[config.mk]
export PLATFORM = sky130hd
export DESIGN_NAME = mem_writeback
export DESIGN_NICKNAME = d
export VERILOG_FILES = /design/src/rtl/cpu_pkg.sv /design/src/rtl/load_assembler.sv /design/src/rtl/mem_writeback.sv
export SDC_FILE = /design/constraint.sdc
export NUM_CORES = 1
export LEC_CHECK = 0
export BUFFER_PORTS_ARGS = -buffer_cell sky130_fd_sc_hd__buf_2
export CAP_MARGIN = 30
export CELL_PAD_IN_SITES_DETAIL_PLACEMENT = 1
export CELL_PAD_IN_SITES_GLOBAL_PLACEMENT = 1
export CORE_MARGIN = 2
export CORE_UTILIZATION = 29
export CTS_CLUSTER_SIZE = 16
export DETAILED_ROUTE_END_ITERATION = 8
export PLACE_DENSITY = 0.87
export SLEW_MARGIN = 25
export SYNTH_ARGS = -nofsm -noshare
export SYNTH_HDL_FRONTEND = slang
export SYNTH_SLANG_ARGS = --single-unit
[constraint.sdc]
create_clock -name clk_i -period 1 [get_ports clk_i]
set_input_delay 0.05 -clock clk_i [delete_from_list [all_inputs] [get_ports clk_i]]
set_output_delay 0.05 -clock clk_i [all_outputs]
set_load 0.02 [all_outputs]
[src/rtl/cpu_pkg.sv]
// Shared CPU definitions: default datapath widths, SP register index and
// the write-back FSM state encoding.
package cpu_pkg;

   localparam int DATA_W_DEF = 32;
   localparam int HALF_W_DEF = 16;
   localparam int SEL_W_DEF  = 4;

   // Register-file index that aliases the stack pointer.
   localparam logic [SEL_W_DEF-1:0] SP_REG_IDX = 4'd13;

   typedef enum logic {
      ST_IDLE    = 1'b0,
      ST_LOAD_HI = 1'b1
   } wb_state_t;

endpackage

[src/rtl/load_assembler.sv]
// Load assembler: holds the first returned halfword of a two-beat load and
// owns the write-data register. That register takes either the
// concatenated load word or the ALU result.
module load_assembler #(
   parameter int DATA_W   = 32,
   parameter int HALF_W   = 16,
   parameter int LO_FIRST = 1
) (
   input  logic              clk_i,
   input  logic              rst_i,
   input  logic              alu_load_i,
   input  logic [DATA_W-1:0] alu_data_i,
   input  logic              cap_first_i,
   input  logic              cap_second_i,
   input  logic [HALF_W-1:0] rdata_i,
   output logic [DATA_W-1:0] data_o
);

   logic [HALF_W-1:0] first_q;

   // Order the two halfwords according to which one memory returns first.
   function automatic logic [DATA_W-1:0] assemble(input logic [HALF_W-1:0] first,
                                                  input logic [HALF_W-1:0] second);
      if (LO_FIRST != 0) return {second, first};
      else               return {first, second};
   endfunction

   // Capture the first half, then register the full word on the second beat.
   always_ff @(posedge clk_i) begin
      if (rst_i) begin
         first_q <= '0;
         data_o  <= '0;
      end else begin
         if (cap_first_i) first_q <= rdata_i;
         if (cap_second_i)    data_o <= assemble(first_q, rdata_i);
         else if (alu_load_i) data_o <= alu_data_i;
      end
   end

endmodule

[src/rtl/mem_writeback.sv]
// Write-back stage: commits ALU results in one cycle and two-beat halfword
// loads in two, driving single-cycle register-file and SP write strobes.
// The in-flight write is mirrored on the fwd_* outputs for forwarding.
module mem_writeback
   import cpu_pkg::*;
#(
   parameter int DATA_W   = DATA_W_DEF,
   parameter int HALF_W   = HALF_W_DEF,
   parameter int SEL_W    = SEL_W_DEF,
   parameter int LO_FIRST = 1
) (
   input  logic              clk_i,
   input  logic              rst_i,
   input  logic [DATA_W-1:0] data_calc_i,
   input  logic              mem_to_reg_i,
   input  logic [SEL_W-1:0]  rf_wr_select_i,
   input  logic              rf_wr_en_i,
   input  logic              rf_sp_wr_en_i,
   input  logic [DATA_W-1:0] sp_i,
   input  logic [HALF_W-1:0] mem_rdata_i,
   output logic [DATA_W-1:0] rf_wr_data_o,
   output logic [SEL_W-1:0]  rf_wr_select_o,
   output logic              rf_wr_en_o,
   output logic [DATA_W-1:0] rf_sp_data_o,
   output logic              rf_sp_wr_en_o,
   output logic              busy_o,
   output logic              fwd_valid_o,
   output logic [SEL_W-1:0]  fwd_sel_o,
   output logic [DATA_W-1:0] fwd_data_o
);

   wb_state_t        state;
   logic [SEL_W-1:0] sel_q;
   logic             wr_en_q;
   logic             sp_en_q;
   logic             alu_load;
   logic             cap_first;
   logic             cap_second;

   // Decode which beat the assembler sees this cycle.
   always_comb begin
      alu_load   = (state == ST_IDLE) && !mem_to_reg_i;
      cap_first  = (state == ST_IDLE) &&  mem_to_reg_i;
      cap_second = (state == ST_LOAD_HI);
   end

   load_assembler #(
      .DATA_W   (DATA_W),
      .HALF_W   (HALF_W),
      .LO_FIRST (LO_FIRST)
   ) u_load_asm (
      .clk_i        (clk_i),
      .rst_i        (rst_i),
      .alu_load_i   (alu_load),
      .alu_data_i   (data_calc_i),
      .cap_first_i  (cap_first),
      .cap_second_i (cap_second),
      .rdata_i      (mem_rdata_i),
      .data_o       (rf_wr_data_o)
   );

   // FSM, load control latches and registered write-port outputs. During the
   // second load beat execute_mem repeats the load's controls, so only the
   // values latched on the first beat are used.
   always_ff @(posedge clk_i) begin
      if (rst_i) begin
         state          <= ST_IDLE;
         busy_o         <= 1'b0;
         sel_q          <= '0;
         wr_en_q        <= 1'b0;
         sp_en_q        <= 1'b0;
         rf_wr_select_o <= '0;
         rf_wr_en_o     <= 1'b0;
         rf_sp_data_o   <= '0;
         rf_sp_wr_en_o  <= 1'b0;
      end else begin
         case (state)
            ST_IDLE: begin
               if (mem_to_reg_i) begin
                  sel_q         <= rf_wr_select_i;
                  wr_en_q       <= rf_wr_en_i;
                  sp_en_q       <= rf_sp_wr_en_i;
                  rf_wr_en_o    <= 1'b0;
                  rf_sp_wr_en_o <= 1'b0;
                  busy_o        <= 1'b1;
                  state         <= ST_LOAD_HI;
               end else begin
                  rf_wr_select_o <= rf_wr_select_i;
                  rf_wr_en_o     <= rf_wr_en_i;
                  rf_sp_data_o   <= sp_i;
                  rf_sp_wr_en_o  <= rf_sp_wr_en_i;
               end
            end
            ST_LOAD_HI: begin
               rf_wr_select_o <= sel_q;
               rf_wr_en_o     <= wr_en_q;
               rf_sp_data_o   <= sp_i;
               rf_sp_wr_en_o  <= sp_en_q;
               busy_o         <= 1'b0;
               state          <= ST_IDLE;
            end
            default: begin
               rf_wr_en_o    <= 1'b0;
               rf_sp_wr_en_o <= 1'b0;
               busy_o        <= 1'b0;
               state         <= ST_IDLE;
            end
         endcase
      end
   end

   // Forwarding mirrors the committed write.
   always_comb begin
      fwd_valid_o = rf_wr_en_o;
      fwd_sel_o   = rf_wr_select_o;
      fwd_data_o  = rf_wr_data_o;
   end

endmodule
# ---- After elaboration in Yosys (flattened, before gate mapping)
# Cells that the tools add are included.
dict set report word_totals {
  register_bits 94
  input_bits 89
  output_inout_bits 108
  elab_cells 33
}
dict set report classes {
  n_eq_ne 2
  muxes 14
  n_bitwise 1
  n_reduce_logical 5
}
# operator count
set ops {}
lappend ops {{$mux 32} 3}
lappend ops {{$pmux 32 s2} 1}
lappend ops {{$pmux 1 s2} 4}
lappend ops {{$pmux 4 s2} 1}
lappend ops {{$mux 1} 4}
lappend ops {{$mux 4} 1}
lappend ops {{$ne 2x2->1 const B} 2}
lappend ops {{$logic_and 1x1->1} 2}
lappend ops {{$reduce_and 2->1} 1}
lappend ops {{$reduce_bool 2->1} 1}
lappend ops {{$logic_not 1->1} 1}
lappend ops {{$not 1->1} 1}

# ---- Longest topological paths before layout
# Gate-level depths: netlist of run 1.
dict set report depth {
  ltp_word 4
  depth_mapped 6
}

# ---- Modules after synthesis
# From an unflattened synthesis of run 1, not the netlist that was laid out.
dict set report hier_totals {
  cells_unflattened 430
  hier_area_um2 4013.8
}
# module n_inst cells_per_inst area_per_inst_um2 seq_area_each_um2
set modules_own_cells {}
lappend modules_own_cells {load_assembler 1 194 2074.5 960.9}
lappend modules_own_cells {mem_writeback 1 236 1939.4 920.9}

# ---- Worst setup path after synthesis of run 1
# OpenSTA, ideal clock, no wires.
dict set report synth_path {
  path_kind {register -> register}
  from {register state (netlist: cap_second)}
  to {register rf_sp_data_o[0]}
  setup_ns 0.132
  arrival_time_ns 0.957
  setup_slack_ns -0.089
  path_stages_with_launch 7
  cell_sequence {dfxtp_1 buf_2 nand2b_1 buf_4 buf_2 nand2_1 a21oi_1}
}
dict set report synth_via {
  elab_chain_len 2
  word_cells_on_any_way 3
  cone_classes {eq/ne (1); mux (1); bitwise (1)}
}
# item line
set synth_rtl {}
lappend synth_rtl {{start, declared} mem_writeback.sv:32} ;# wb_state_t state;
lappend synth_rtl {{start signal, assigned} mem_writeback.sv:67} ;# state <= ST_IDLE;
lappend synth_rtl {{start signal, assigned} mem_writeback.sv:86} ;# state <= ST_LOAD_HI;
lappend synth_rtl {{start signal, assigned} mem_writeback.sv:100} ;# state <= ST_IDLE;
lappend synth_rtl {{$not 1->1} n/a}
lappend synth_rtl {{$pmux 32 s2 / $ne 2x2->1 (equally long branches)} n/a}
lappend synth_rtl {{end signal, assigned} mem_writeback.sv:90} ;# rf_sp_data_o <= sp_i;
lappend synth_rtl {{end signal, assigned} mem_writeback.sv:97} ;# rf_sp_data_o <= sp_i;
lappend synth_rtl {{end, declared} mem_writeback.sv:24} ;# output logic [DATA_W-1:0] rf_sp_data_o,
# Several ways; a longest one is shown, not always the timed one.
# A chain may end at the register's enable or synchronous reset.

# ---- Final worst setup path of run 1
dict set report layout_path {
  from {register state (netlist: cap_second)}
  to {register u_load_asm.first_q[11]}
}
dict set report layout_via {
  elab_chain_len 2
}
# item line
set layout_rtl {}
lappend layout_rtl {{$not 1->1} n/a}
lappend layout_rtl {{$logic_and 1x1->1} mem_writeback.sv:43} ;# cap_first = (state == ST_IDLE) && mem_to_reg_i;
lappend layout_rtl {{end signal, assigned} load_assembler.sv:34} ;# if (cap_first_i) first_q <= rdata_i;
lappend layout_rtl {{end, declared} load_assembler.sv:19} ;# logic [HALF_W-1:0] first_q;
# No other way between the ends.

==> results of run 1 <==
-- per-stage QoR --
step	power (W)	cell area [sq um]	instances
6_report	0.009946	6372	847
5_1_grt	0.01039	6372	847
4_1_cts	0.009724	5896	834
3_5_place_dp	0.005933	4975	762
3_3_place_gp	0.005885	4975	762
2_1_floorplan	0.005399	4049	443
-- cells in the final DEF (no fill, tap or decap), types with 3 or more instances in the layout --
| cell | netlist | layout |
|---|---|---|
| mux2_4 | 7 | 7 |
| buf_2 | 12 | 192 |
| buf_4 | 45 | 10 |
| mux2_2 | 29 | 29 |
| nand2_4 | 0 | 5 |
| nand2_1 | 108 | 88 |
| dfxtp_1 | 94 | 92 |
| a21oi_2 | 0 | 25 |
| nand2_2 | 0 | 15 |
| buf_12 | 0 | 10 |
| clkinvlp_4 | 0 | 3 |
| dlygate4sd3_1 | 0 | 54 |
| a21oi_1 | 56 | 31 |
| nor2_1 | 40 | 40 |
| mux2i_1 | 36 | 35 |
| clkbuf_16 | 0 | 18 |
-- where the power goes --
group / switching, W / total, W / internal (W)
registers: 0.000162 / 0.00415 / 0.00399
clock network: 0.00150 / 0.00358 / 0.00207
logic: 0.00117 / 0.00222 / 0.00105
total: 0.00283 / 0.00995 / 0.00711
-- logic make-up after synthesis --
| group | synth area share |
|---|---|
| mux | 0.1982 |
| simple gates | 0.1471 |
| compound gates | 0.07013 |
| buf+inv | 0.1136 |
| flops | 0.4709 |
-- metal layers --
metal / routed length, um / vias up / share of wire
met5: 0 / - / 0
met4: 271 / 0 / 0.019
met3: 955 / 29 / 0.066
met2: 7703 / 155 / 0.53
met1: 5626 / 1871 / 0.39
li1: - / 1856 / -
-- worst max-delay path, cell delays in order, from the launching register on --
cell and delay (ns):
dfxtp_4 0.38, nor2b_4 0.14, buf_4 0.15, clkbuf_16 0.15, nand2_1 0.07, a21oi_1 0.14
-- worst min-delay path by stage --
stage,start,to,slack [ns],cells past startpoint
floorplan,rf_wr_select_i[3],sel_q[3]$_SDFFE_PP0P_,0.19,2
global placement,sp_i[23],rf_sp_data_o[23]$_SDFFE_PP0P_,0.30,3
detailed placement,sp_i[0],rf_sp_data_o[0]$_SDFFE_PP0P_,0.30,3
CTS,rst_i,rf_sp_data_o[27]$_SDFFE_PP0P_,0.03,2
global route,rst_i,rf_sp_data_o[26]$_SDFFE_PP0P_,0.05,2
finish,rst_i,u_load_asm.data_o[8]$_SDFFE_PP0P_,0.04,2
-- synth_stat cells --
| cell | n | area share |
|---|---|---|
| nor2b_1 | 1 | 0.0016 |
| mux2i_1 | 36 | 0.090 |
| dfxtp_1 | 94 | 0.47 |
| clkbuf_1 | 9 | 0.0085 |
| mux2_4 | 7 | 0.026 |
| mux2_2 | 29 | 0.082 |
| nor3_1 | 1 | 0.0013 |
| nand2_1 | 108 | 0.10 |
| a21oi_1 | 56 | 0.070 |
| buf_6 | 2 | 0.0056 |
| buf_4 | 45 | 0.085 |
| buf_2 | 12 | 0.015 |
| nor2_1 | 40 | 0.038 |
| nor3b_1 | 2 | 0.0038 |
| nand2b_1 | 1 | 0.0016 |
-- state kept, by name (all words and copies together), names as in the netlist, 4 cells and up --
name	cells
u_load_asm.data_o	32
fwd_sel_o	4
u_load_asm.first_q	16
sel_q	4
rf_sp_data_o	32
-- what timing repair did --
item                                    4_1_cts  5_1_grt
cloned                                        1       11
resized for setup                             7       62
buffers inserted                              1        2
hold buffers                                 54        0
hold endpoints to repair                     68        0
pin swaps                                     6       34
endpoints found under the setup margin       87       95
-- layout make-up --
type	count	area, sq um	share of cell area
Clock buffer	11	252.7	0.03966
Clock inverter	5	57.56	0.009032
Multi-Input combinational cell	282	1872	0.2937
Sequential cell	94	1887	0.2961
Tap cell	176	220.2	0.03456
Timing Repair Buffer	279	2083	0.3269
==> run metrics, run 1 <==
Via density ~4.6; later-pin clock latency in the skew report between 0.3 and 0.4 ns; clock skew approximately 0.0093 ns; maximum fanout along the worst path 8; fin crit share 1.113; met2 Use GR 0.3230; # rows between 40 and 50; die footprint between 10,000 and 15,000 sq um; critical path type reg2reg; Hold Path Class in2reg; CP arrival 1.38 ns; IO Port Bufs slightly below 200; worst slack, placed -0.1659 ns; Reg2Reg Launch Point cap_second$_SDFF_PP0_; Period minus WS final 1.113 ns; register area share after synthesis 0.4709; Worst slew margin 0.8405; Synth Register Bits 94; Mean Syn Cell Area 9.021 sq um; ratio of cells with drive above 1 in the final layout 0.4918; Critical Path End u_load_asm.first_q[11]$_SDFFE_PP0P_; GR peak layer met2; CTS root buf clkbuf_16; Hold Worst Slack about 0.043 ns; Total GRT Usage 0.1782; GR Util met1 0.1926; total core area ~13,000 sq um; met3 Use GR 0.05451; Max IR drop VDD slightly below 0.7 mV; run status finished with violations; first-pass GRT wire length roughly 20,000 um; top-level port count ~200; DRC errors left 0; GPL Wtd Cong 0.6975; final net count approximately 760; drt wl/cell roughly 17 um; Die Y ~120 um; clk slew on worst S/H paths around 0.07 ns; Final ANT Viol Nets 0; Crit. End Element flop; Worst Max-Slew Pin Slew between 0.2 and 0.25 ns; Initial Util 0.2994; clock sink count 94; synthesized area between 3000 and 4000 sq um; global route overflow 0; failing checks setup timing; final slew viol count 0; Post-Route WL 14,560 um; FMAX around 900 MHz; Fin Setup TNS -5.055 ns; # fillers approximately 1,600; Max-Cap Viols 0; Setup crit start cap_second$_SDFF_PP0_; synth warn 0; htree depth 3; pwr/cell area between 1500 and 2000 nW/um^2; Req. time, crit path 1.27 ns; static leakage roughly 3.0 nW; setup ws final -0.1129 ns; RSZ-0062 raised after global routing yes; Synth cell types 15; Core Util, Final 0.4774; Setup-failing EPs final just over 90; Synth-to-Final Area Change 59.46%; R2R Setup Slk -0.11 ns; post-DP HPWL 8236 um; Worst Setup Start Kind flop; FF-to-FF path depth 5; vias between 3,000 and 4,000; R2R Path End u_load_asm.first_q[11]$_SDFFE_PP0P_; largest net degree at the start of global routing 39; syn_nets 532; First DRT Iteration DRCs ~110; CTS Buffer Depth 2; Chip Width 121.4 um; n_diodes 0; initial antenna violation count 0; CTS tree done; number of global-route vias before repair slightly above 4,000; drt first pass iters 5; Cells after Synth 443; Final Hold Fails 0; cts bufs inserted 9
Note: power is estimated with default switching activity, not from simulation.
==> run 2, diff against run 1 <==
--- a/config.mk
+++ b/config.mk
@@ -13,6 +13,7 @@
 export CORE_UTILIZATION = 29
 export CTS_CLUSTER_SIZE = 16
 export DETAILED_ROUTE_END_ITERATION = 8
+export GPL_ROUTABILITY_DRIVEN = 0
 export PLACE_DENSITY = 0.87
 export SLEW_MARGIN = 25
 export SYNTH_ARGS = -nofsm -noshare
==> constraint.sdc (replaced) <==
create_clock -name clk_i -period 1 [get_ports clk_i]
set_input_delay 0.2 -clock clk_i [delete_from_list [all_inputs] [get_ports clk_i]]
set_output_delay 0.2 -clock clk_i [all_outputs]
set_load 0.02 [all_outputs]
==> run 2 against run 1 <==
Against the previous run:
- fmax is 3.0% lower
- hold slack better by 0.040 ns
- setup slack worse by 0.035 ns
- highest routed layer unchanged
- routed wire length is 3.4% higher
- non-clock buffer count is 43 lower
- clock-buffer cell count stayed put
- the run still ends with setup timing left
- register-to-register slack worse by 0.03 ns
- global-route usage is 0.10 points higher
- largest power group unchanged
==> run metrics, run 2 (synthesis gave the netlist of run 1 again) <==
run status finished with violations (unchanged); failing checks setup timing (unchanged); Worst path top cell family by delay flip-flops (unchanged); RSZ-0062 raised after global routing yes (unchanged); Chip Width 121.4 um (unchanged); total power draw 0.01050 W (was 0.009946 W); critical path type reg2reg (unchanged); die footprint 14,740 sq um (unchanged); later-pin clock latency in the skew report 0.34 ns (about the same); CP max stage cell dfxtp_4 (unchanged); fin crit share 1.148 (was 1.113); R2R Setup Slk -0.15 ns (was -0.11 ns); Worst Setup Start Kind flop (unchanged); initial antenna violation count 0 (unchanged); Worst Max-Slew Pin Slew 0.2869 ns (was 0.2392 ns); vias 3,741 (was 3,911); Placed Area 4977 sq um (was 4975 sq um); Hold Path Class in2reg (unchanged); Synth-to-Final Area Change 68.03% (was 59.46%); First DRT Iteration DRCs 119 (was 108); most frequent cells in the layout buf_6, nand2_1, buf_2 (was buf_2, dfxtp_1, nand2_1); static leakage 3.003 nW (was 2.990 nW); Hold Worst Slack 0.08313 ns (was 0.04335 ns); final net count 712 (was 755); first-pass GRT wire length 20,360 um (was 20,500 um); post-DP HPWL 8310 um (was 8236 um); pwr/cell area 1563 nW/um^2 (was 1561 nW/um^2); final instance area 6715 sq um (was 6372 sq um); Max-Cap Viols 0 (unchanged); ratio of cells with drive above 1 in the final layout 0.6513 (was 0.4918); clock sink count 94 (unchanged); Setup-failing EPs final 174 (was 92); critical path, cell by cell nor2b_4 -> buf_12 -> clkbuf_16 -> nand2_1 -> a21oi_1 (was nor2b_4 -> buf_4 -> clkbuf_16 -> nand2_1 -> a21oi_1); DRC errors left 0 (unchanged); Post-Route WL 15,060 um (was 14,560 um); Worst slew margin 0.8087 (was 0.8405); largest net degree at the start of global routing 53 (was 39); clk slew on worst S/H paths 0.07 ns (about the same); n_diodes 0 (unchanged); htree depth 3 (unchanged); total core area 13,350 sq um (unchanged); Final Hold Fails 0 (unchanged); Req. time, crit path 1.26 ns (was 1.27 ns); CTS root buf clkbuf_16 (unchanged); Initial Util 0.2994 (unchanged); Crit. End Element flop (unchanged); CTS tree done (unchanged); final slew viol count 0 (unchanged); Period minus WS final 1.148 ns (was 1.113 ns); setup ws final -0.1479 ns (was -0.1129 ns); global route overflow 0 (unchanged); Max IR drop VDD 0.9857 mV (was 0.6914 mV); Final ANT Viol Nets 0 (unchanged); Via density 4.653 (was 4.617); CP arrival 1.41 ns (was 1.38 ns); number of global-route vias before repair 3,876 (was 4,032); drt wl/cell 18.73 um (was 17.19 um); FMAX 871.2 MHz (was 898.5 MHz); Total GRT Usage 0.1792 (was 0.1782); Core Util, Final 0.5031 (was 0.4774); Worst Path Buf+Inv 2 (unchanged); cts bufs inserted 9 (unchanged); most common cell after layout, fill and taps aside buf_6 (was buf_2); IO Port Bufs 196 (unchanged); CTS Buffer Depth 2 (unchanged); clock skew 0.005583 ns (was 0.009270 ns); Die Y 121.4 um (unchanged); biggest regs rf_sp_data_o (32), u_load_asm.data_o (32), u_load_asm.first_q (16) (unchanged); hold buffers post-CTS 0 (was 54); maximum fanout along the worst path 9 (was 8); slowest stage delay, CP 0.39 ns (was 0.38 ns); top-level port count 197 (unchanged); drt first pass iters 6 (was 5); # rows 42 (unchanged)
## run 2: repair_timing
item	4_1_cts	5_1_grt
gates cloned	1	11
gates resized for setup	304	71
endpoints found under the setup margin	200	200
pin swaps	0	19
buffers inserted	5	7
## run 2: report_power, final
group | internal (W) | switching [W]
clock network | 0.00233 | 0.00149
registers | 0.00401 | 0.000232
logic | 0.00127 | 0.00117
total | 0.00761 | 0.00289
## run 2: worst paths after layout
kind / startpoint / cells after the start / to
max: cap_second$_SDFF_PP0_ / 5 / rf_sp_data_o[5]$_SDFFE_PP0P_
min: sp_i[31] / 3 / rf_sp_data_o[31]$_SDFFE_PP0P_
max reg2reg: cap_second$_SDFF_PP0_ / 5 / rf_sp_data_o[5]$_SDFFE_PP0P_
min reg2reg: sel_q[3]$_SDFFE_PP0P_ / 2 / sel_q[3]$_SDFFE_PP0P_
## run 2: cell type report
| class | count | area [sq um] |
|---|---|---|
| clock buffers | 11 | 252.7 |
| clock inverters | 5 | 81.33 |
| fillers | 1457 | 6633 |
| multi-input cells | 282 | 1869 |
| flip-flops and latches | 94 | 2022 |
| well taps | 176 | 220.2 |
| repair buffers | 236 | 2270 |
## run 2: per-stage QoR
step / worst slack, ns / setup TNS (ns) / std cells
3_5_place_dp: -0.2861 / -15.72 / 764
5_1_grt: -0.1979 / -16.76 / 804
3_3_place_gp: -0.2039 / -12.90 / 764
2_1_floorplan: -0.03944 / -2.632 / 443
6_report: -0.1479 / -9.036 / 804
4_1_cts: -0.1050 / -8.538 / 786
## run 2: worst reg2reg max path: stages (launching register included)
cell and delay [ns]:
dfxtp_4 0.39, nor2b_4 0.14, buf_12 0.16, clkbuf_16 0.18, nand2_1 0.06, a21oi_1 0.14
## run 2: per-layer routing
metal	share of wire	wire length, um	vias to the layer above	track usage
met3	0.061	916	15	0.06814
met2	0.56	8427	132	0.3392
met4	0.013	192	0	0.04813
li1	-	-	1776	-
met1	0.37	5520	1818	0.1827
met5	0	0	-	0
